[src/rtl/dcache_line_adapter.sv]
// Line-to-burst adapter: moves one cache line between the dcache and a
// beat-wide memory bus as an ascending, fixed-length burst.
// Optional feature macro: DCACHE_LINE_ADAPTER_PERF_EN enables the completed-burst
// counters on perf_reads_o / perf_writes_o; otherwise both ports are tied to 0.
module dcache_line_adapter #(
  parameter int unsigned SLine = 256,
  parameter int unsigned SBeat = 64
) (
  input  logic             clk_i,
  input  logic             rst_ni,
  input  logic             pmem_read_i,
  input  logic             pmem_write_i,
  input  logic [31:0]      pmem_address_i,
  input  logic [SLine-1:0] pmem_wdata_i,
  output logic [SLine-1:0] pmem_rdata_o,
  output logic             mem_resp_o,
  output logic             burst_read_o,
  output logic             burst_write_o,
  output logic [31:0]      burst_address_o,
  output logic [SBeat-1:0] burst_wdata_o,
  input  logic [SBeat-1:0] burst_rdata_i,
  input  logic             burst_resp_i,
  output logic [31:0]      perf_reads_o,
  output logic [31:0]      perf_writes_o
);

  localparam int unsigned NumBeats = SLine / SBeat;
  localparam int unsigned CntW     = $clog2(NumBeats);
  localparam int unsigned OffW     = $clog2(SLine / 8);

  typedef enum logic [1:0] {StIdle, StRead, StWrite, StDone} state_e;

  state_e            state_q, state_d;
  logic [CntW-1:0]   cnt_q, cnt_d;
  logic [31:0]       addr_q, addr_d;
  logic [SLine-1:0]  wdata_q, wdata_d;
  logic [SLine-1:0]  rdata_q, rdata_d;
  logic              last_beat;
  logic              unused_addr;

  // Line offset bits never reach the memory bus.
  assign unused_addr = ^pmem_address_i[OffW-1:0];
  assign last_beat   = (cnt_q == CntW'(NumBeats - 1));

  // State, beat counter and latched request registers.
  always_ff @(posedge clk_i or negedge rst_ni) begin
    if (!rst_ni) begin
      state_q <= StIdle;
      cnt_q   <= '0;
      addr_q  <= '0;
      wdata_q <= '0;
      rdata_q <= '0;
    end else begin
      state_q <= state_d;
      cnt_q   <= cnt_d;
      addr_q  <= addr_d;
      wdata_q <= wdata_d;
      rdata_q <= rdata_d;
    end
  end

  // Next-state: accept in idle (write has priority), count accepted beats, pulse done.
  always_comb begin
    state_d = state_q;
    cnt_d   = cnt_q;
    addr_d  = addr_q;
    wdata_d = wdata_q;
    rdata_d = rdata_q;
    unique case (state_q)
      StIdle: begin
        if (pmem_write_i) begin
          state_d = StWrite;
          cnt_d   = '0;
          addr_d  = {pmem_address_i[31:OffW], OffW'(0)};
          wdata_d = pmem_wdata_i;
        end else if (pmem_read_i) begin
          state_d = StRead;
          cnt_d   = '0;
          addr_d  = {pmem_address_i[31:OffW], OffW'(0)};
        end
      end
      StRead: begin
        if (burst_resp_i) begin
          for (int unsigned k = 0; k < NumBeats; k++) begin
            if (cnt_q == CntW'(k)) rdata_d[k*SBeat +: SBeat] = burst_rdata_i;
          end
          cnt_d = cnt_q + CntW'(1);
          if (last_beat) state_d = StDone;
        end
      end
      StWrite: begin
        if (burst_resp_i) begin
          cnt_d = cnt_q + CntW'(1);
          if (last_beat) state_d = StDone;
        end
      end
      StDone:  state_d = StIdle;
      default: state_d = StIdle;
    endcase
  end

  // Current write beat selected by the counter.
  always_comb begin
    burst_wdata_o = '0;
    for (int unsigned k = 0; k < NumBeats; k++) begin
      if (cnt_q == CntW'(k)) burst_wdata_o = wdata_q[k*SBeat +: SBeat];
    end
  end

  assign burst_read_o    = (state_q == StRead);
  assign burst_write_o   = (state_q == StWrite);
  assign mem_resp_o      = (state_q == StDone);
  assign burst_address_o = addr_q;
  assign pmem_rdata_o    = rdata_q;

`ifdef DCACHE_LINE_ADAPTER_PERF_EN
  logic        op_write_q;
  logic [31:0] perf_reads_q, perf_writes_q;

  // Remember the burst direction and count each completion.
  always_ff @(posedge clk_i or negedge rst_ni) begin
    if (!rst_ni) begin
      op_write_q    <= 1'b0;
      perf_reads_q  <= '0;
      perf_writes_q <= '0;
    end else begin
      if (state_q == StIdle && (pmem_write_i || pmem_read_i)) op_write_q <= pmem_write_i;
      if (state_q == StDone) begin
        if (op_write_q) perf_writes_q <= perf_writes_q + 32'd1;
        else            perf_reads_q  <= perf_reads_q + 32'd1;
      end
    end
  end

  assign perf_reads_o  = perf_reads_q;
  assign perf_writes_o = perf_writes_q;
`else
  assign perf_reads_o  = '0;
  assign perf_writes_o = '0;
`endif

endmodule

[config.mk]
export PLATFORM = sky130hd
export DESIGN_NAME = dcache_line_adapter
export DESIGN_NICKNAME = d
export VERILOG_FILES = /design/src/rtl/dcache_line_adapter.sv
export SDC_FILE = /design/constraint.sdc
export NUM_CORES = 1
export LEC_CHECK = 0
export CAP_MARGIN = 5
export CORE_AREA = 2 2 300 302
export CTS_CLUSTER_SIZE = 8
export DETAILED_ROUTE_END_ITERATION = 7
export DIE_AREA = 0 0 302 304
export SLEW_MARGIN = 40
export SYNTH_ARGS = -nofsm -noshare
export SYNTH_HDL_FRONTEND = slang
export SYNTH_SLANG_ARGS = --single-unit
[constraint.sdc]
create_clock -name clk_i -period 1.75 [get_ports clk_i]
set_input_delay 0.35 -clock clk_i [delete_from_list [all_inputs] [get_ports clk_i]]
set_output_delay 0.35 -clock clk_i [all_outputs]
set_load 0.05 [all_outputs]
==> results.md <==
* Outcome: finished with violations
* Failing checks: setup timing
* Post-route DRC at 0
* Mapped Cells at 1612
* Chip width at 302 µm
* Final WS setup at -1.03 ns
* Worst-path fanout max at 4
* Post-Syn Area at 0.0231 mm²
* Final setup TNS at -152.19 ns
* Critical Path End Type: primary output
* Most frequent cells in the layout: dfrtp_1 (543), mux2_2 (481), buf_4 (358)
* Num CTS Buffers at 79
* WP data required at 1.40 ns
* Mean area per synthesized cell at 14.3 µm²
* Startpoint types: flop
* Grt ovf at 0
* Netlist cell types at 22
* Logic pwr share at 0.586
* Pre-CTS worst setup slack at -0.401 ns
* Pre-Repair DR Iteration Count at 4
* F_max at 360 MHz
* WS Path Type: flop to primary output
* Final ANT Viol Nets at 0
* Peak supply drop at 0.00169 V
* Critical-path cell list: inv_2, ha_4, nor2b_4, buf_12, buf_12, buf_16, a221oi_4, o31ai_4, buf_12
* Clock Tree Root: clkbuf_16
* Fillers at 8077
* WP data arrival at 2.43 ns
* Setup Skew at 0.0203 ns
* Final setup viols at 326
* # port buffers at 701
* Hold WC Path Type: input pin to async pin
* Post-synth EDFFs at 0
* Total power at 88.6 mW
* Fraction of layout cells with a size suffix above 1 at 0.530
* Global-route usage over all layers at 0.168
* DR vias at 16590
* Proportion of power drawn by the clock network at 0.156
* Lkg Pwr at 16.8 nW
* Wire per inst at 22.3 µm
* Final nets at 2857
* Footprint of the multi-input gates at 0.00980 mm²
* Max Cap Viol at 0
* Seq/Total Area, Yosys at 0.589
* Post-route minimum period at 2.78 ns
* Final std cells w/o fill at 3690
* Clock-pin slew on the worst setup and hold paths at 0.05 ns
* H-Tree Depth at 3
* Initial Util at 0.259
* Highest-delay cell along the critical path: dfrtp_1
* FF-to-FF setup slack at -0.68 ns
* Period utilization at 1.59
* Commonest non-fill, non-tap cell in the layout: dfrtp_1
* Asr flop ratio synth at 1.00
* Detailed Route Iter0 Violations at 781
* Clk Latency, worst-skew pair at 0.64 ns
* Fin. max-slew vios at 0
* Core footprint at 0.0890 mm²
* First-pass GRT wire length at 116000 µm
* Num rows at 110
* Synth-to-Final Area Change at 61.0%
* RePlAce Congestion at 0.843
* CTS sink cnt at 543
* Die area at 0.0918 mm²
* Via density at 4.50
* Sw frac at 0.436
* Least-Margin Pin Slew at 0.599 ns
* Number of global-route vias before repair at 17856
* Placed cell count at 3508
* Ys flop type: dfrtp_1
* Int Power at 50.0 mW
* Unrepaired setup endpoints after global routing: yes
* Worst slew margin at 0.601
* Fin. Hold Viols at 0
* HPWL Detailed at 57000 µm
* Switching power at 38.6 mW
* Crit-path max cell delay at 0.41 ns
* Syn. warnings at 0
* Register area at 0.0136 mm²
* Initial antenna violation count at 17
* Reg power frac at 0.258
* Synthesized flop and latch total at 543
* CP Buf/Inv Count at 5
* Die Ht at 304 µm
* CTS tree: yes
* Final Util at 0.417
* PD cells at 2380 mW/mm²
* Clock Tree Buf Depth at 3
* CP dominant cell by count: buf_12
* Delay-heaviest family, CP: buffers and inverters
* Largest net degree at the start of global routing at 53
* Top-Level Pins at 776
* Drt total wl at 82200 µm
power groups by stage:
stage	clock network, mW	logic, mW	registers, mW
final	13.8	51.9	22.8
after global routing	14.8	53.8	23.5
after detailed placement	0	47.1	22.4
after CTS	14.3	49.4	22.5
after global placement	0	46.6	22.2
after floorplan	0	18.8	32.3
cells by family (layout without fill, tap and decap cells):
kind of cell	Yosys count	in the layout	synth area share
compound gates	200	200	0.0575
fa+ha+maj	10	10	0.00543
buf+inv	209	1031	0.0607
flops	543	543	0.589
mux	544	544	0.265
other cells	1	81	0.000163
simple gates	105	105	0.0215
sequential cells by signal, indices dropped and copies added, names as in the netlist:
name	cells
pmem_rdata_o	256
wdata_q	256
burst_address_o	27
cnt_q	2
state_q	2
repair_timing:
item,CTS,global route
endpoints found under the setup margin,328,351
gates cloned,11,16
buffers inserted,27,29
endpoints found under the hold margin,20,0
hold buffers,1,0
pin swaps,37,25
resized for setup,80,177
worst reg2reg max path, stage by stage (launching register included):
cell       delay (ns)
dfrtp_1          0.41
inv_2            0.10
ha_4             0.17
buf_4            0.13
buf_12           0.14
clkbuf_16        0.17
buf_12           0.14
buf_6            0.12
nand3_4          0.07
buf_12           0.12
buf_12           0.13
buf_6            0.11
buf_12           0.16
mux2_2           0.35
cell type report:
class / count / share of cell area
Tap cell: 1176 / 0.0396
Inverter: 39 / 0.00394
Antenna cell: 12 / 0.000809
Clock buffer: 86 / 0.0556
Sequential cell: 543 / 0.366
Timing Repair Buffer: 899 / 0.268
Clock inverter: 7 / 0.00259
Multi-Input combinational cell: 928 / 0.264
per-layer routing:
layer  part of all wire  routed length, µm  track usage  up-vias
li1                   -                  -            -     7342
met1               0.39              31800        0.191     8501
met2               0.52              42400        0.292      591
met3              0.062               5090       0.0428      148
met4              0.035               2840       0.0805        8
met5            0.00051                 42            0        -
synth_stat cells (all sizes together) (5+ instances only):
cell / n / share of area
dfrtp: 543 / 0.59
mux2: 539 / 0.26
buf: 141 / 0.050
nand2: 69 / 0.011
a21oi: 68 / 0.015
inv: 39 / 0.0063
o21ai: 36 / 0.0080
a22o: 34 / 0.013
a221oi: 31 / 0.012
nor2b: 31 / 0.0084
o31ai: 30 / 0.0098
clkbuf: 29 / 0.0047
ha: 10 / 0.0054
mux2i: 5 / 0.0022
metrics by stage:
step	hold WS (ns)	area [µm²]
after floorplan	0.0544	23900
after global placement	0.350	32600
after detailed placement	0.349	32600
after CTS	0.237	35700
after global routing	0.276	37100
final	0.289	37100
worst paths after layout:
kind,from,endpoint,depth (start not counted)
setup / recovery,cnt_q[0]$_DFFE_PN0P_,burst_wdata_o[62],9
min in group clk_i,pmem_address_i[7],burst_address_o[7]$_DFFE_PN0P_,2
hold reg to reg,pmem_rdata_o[229]$_DFFE_PN0P_,pmem_rdata_o[229]$_DFFE_PN0P_,1
setup reg to reg,cnt_q[0]$_DFFE_PN0P_,pmem_rdata_o[8]$_DFFE_PN0P_,13
hold / removal,rst_ni,pmem_rdata_o[228]$_DFFE_PN0P_,2
max in group asynchronous,rst_ni,wdata_q[224]$_DFFE_PN0P_,3
(Power assumes the default switching activity.)
==> RTL edit: new RTL, same settings <==
Add a define of `DCACHE_LINE_ADAPTER_PERF_EN`.
--- a/src/rtl/dcache_line_adapter.sv
+++ b/src/rtl/dcache_line_adapter.sv
@@ -3,4 +3,6 @@
 // Optional feature macro: DCACHE_LINE_ADAPTER_PERF_EN enables the completed-burst
 // counters on perf_reads_o / perf_writes_o; otherwise both ports are tied to 0.
+`define DCACHE_LINE_ADAPTER_PERF_EN
+
 module dcache_line_adapter #(
   parameter int unsigned SLine = 256,
Check against the original RTL: same outputs for any inputs over 4 cycles, from zero or initial values and one cycle with rst_ni low; that may be too few to reach the edited logic, so the function may still have changed.
==> RTL edit against the unedited design <==
The flow still finishes with violations (negative setup slack). Area after synthesis up 10%. Clock skew increased by 0.015 ns. Routed wire length increased by 16%. First-iteration DRC count is 28% higher. Total power increased by 0.46%. Cell count is 11% higher. Design area rose by 12%. Worst hold slack lost 0.15 ns. Sequential cell count rose by 65. Global-route usage grew 2.3 points. Worst setup slack better by 0.041 ns. Highest routed layer unchanged.
==> RTL edit: results (changes against the unedited design) <==
run_status:
  run_status: "complete, but fails checks"
  violations: "negative setup slack"
critical_path:
  timing.reg2reg.setup_slack_ns: -0.46  # +0.22 ns
  reg2reg_to: "pmem_rdata_o[227]$_DFFE_PN0P_"
  worst_r2r_path_depth: 10  # -3
  critPathCapture: "burst_wdata_o[63]"
  cp_max_fo: 6  # +2
  crit_slowest_cell: "dfrtp_2"
  cpPeakStageDelay_ns: 0.43  # +0.02 ns
  worstPathArrival_ns: 2.39  # -0.04 ns
routing:
  drt-wirelength-per-cell_um: 23.2  # +4.3%
  drtIter0Drc: 999  # +28%
  firstDrtPassIters: 5  # +1
  num_vias: 19600  # +18%
power:
  p_comb_mw: 49.9  # -3.9%
  pg_clk_mw: 15.2  # +10%
  power.leakage_nw: 18.4  # +10%
  power.density_nw_per_um2: 2130  # -11%
  irDropWorstVdd_mv: 1.99  # +18%
  internal_power_mw: 50.8  # +1.6%
cts:
  cts_buffers: 86  # +8.9%
  cts_resized: 123  # +54%
  clock_latency_ns: 0.63
  post_cts_buffers: 23  # -15%
global_route:
  first_global_vias: 21100  # +18%
  grt_max_degree: 90  # +70%
  gr-usage-all-layers_pct: 19.1  # +2.3 points
  grt_pass1_wl_um: 133000  # +15%
  antenna_found_initial: 24  # +7
finish:
  n_fill_cell: 7777  # -3.7%
  nets: 3263  # +14%
  drive_above_1_share_pct: 54.2  # +1.2 points
timing:
  worstMarginPinSlew_ns: 0.513  # -0.0864 ns
  skew_ns: 0.0352  # +0.0150 ns
  worst_slack_ns: -0.989  # +0.0411 ns
  finalSetupViolations: 460  # +41%
  fin_setup_tns_ns: -112.40  # +39.79 ns
yosys:
  synthTopCellsByCount: "dfrtp_1, mux2_2, nand2_1"
  synth_compound_gate_area_share_pct: 3.97  # -1.8 points
  seq_area_frac_synth_pct: 59.9  # +0.98 points
  yosysWarnings: 0  # unchanged
  synthMuxAreaShare_pct: 24.0  # -2.6 points
  synthXorXnorAreaFrac_pct: 2.14  # +2.1 points
  synth_adder_area_share_pct: 0.542  # -0.00070 points
  synth.distinct_cells: 40  # +82%
  synthTopCellsByArea: "dfrtp_1, mux2_2, a21oi_1"
placed_design:
  hpwl_um: 65500  # +15%
  routabilityCongestion: 0.872  # +3.5%
  portBuffers: 765  # +9.1%
-- RTL edit: cell type report --
type / count / area, sq um / share of cell area [%]
sequential: 608 / 15200 / 36.6
clock buffer: 98 / 2220 / 5.32
inverter: 10 / 37.5 / 0.0900
clock inverter: 7 / 165 / 0.396
tap: 1176 / 1470 / 3.53
timing repair buffer: 1022 / 11200 / 26.8
multi-input combinational: 1167 / 11300 / 27.2
antenna: 24 / 60.1 / 0.144
-- RTL edit: through the flow --
stage	instances	setup WS, ns	area (sq um)	hold slack, ns	utilization (%)
after global placement	3888	-0.408	36500	0.200	41.0
after detailed placement	3888	-0.404	36500	0.199	41.0
after CTS	4030	-1.02	40000	0.105	44.9
after floorplan	1897	-0.164	26400	0.0544	-
after global routing	4108	-1.08	41700	0.131	46.8
final	4112	-0.989	41700	0.142	46.8
-- RTL edit: routing by layer --
metal  share of wire, %  global-route usage, %
met5              0.014                      0
met4                4.1                   8.78
met1                 37                   21.3
met2                 51                   33.6
met3                7.2                   5.15
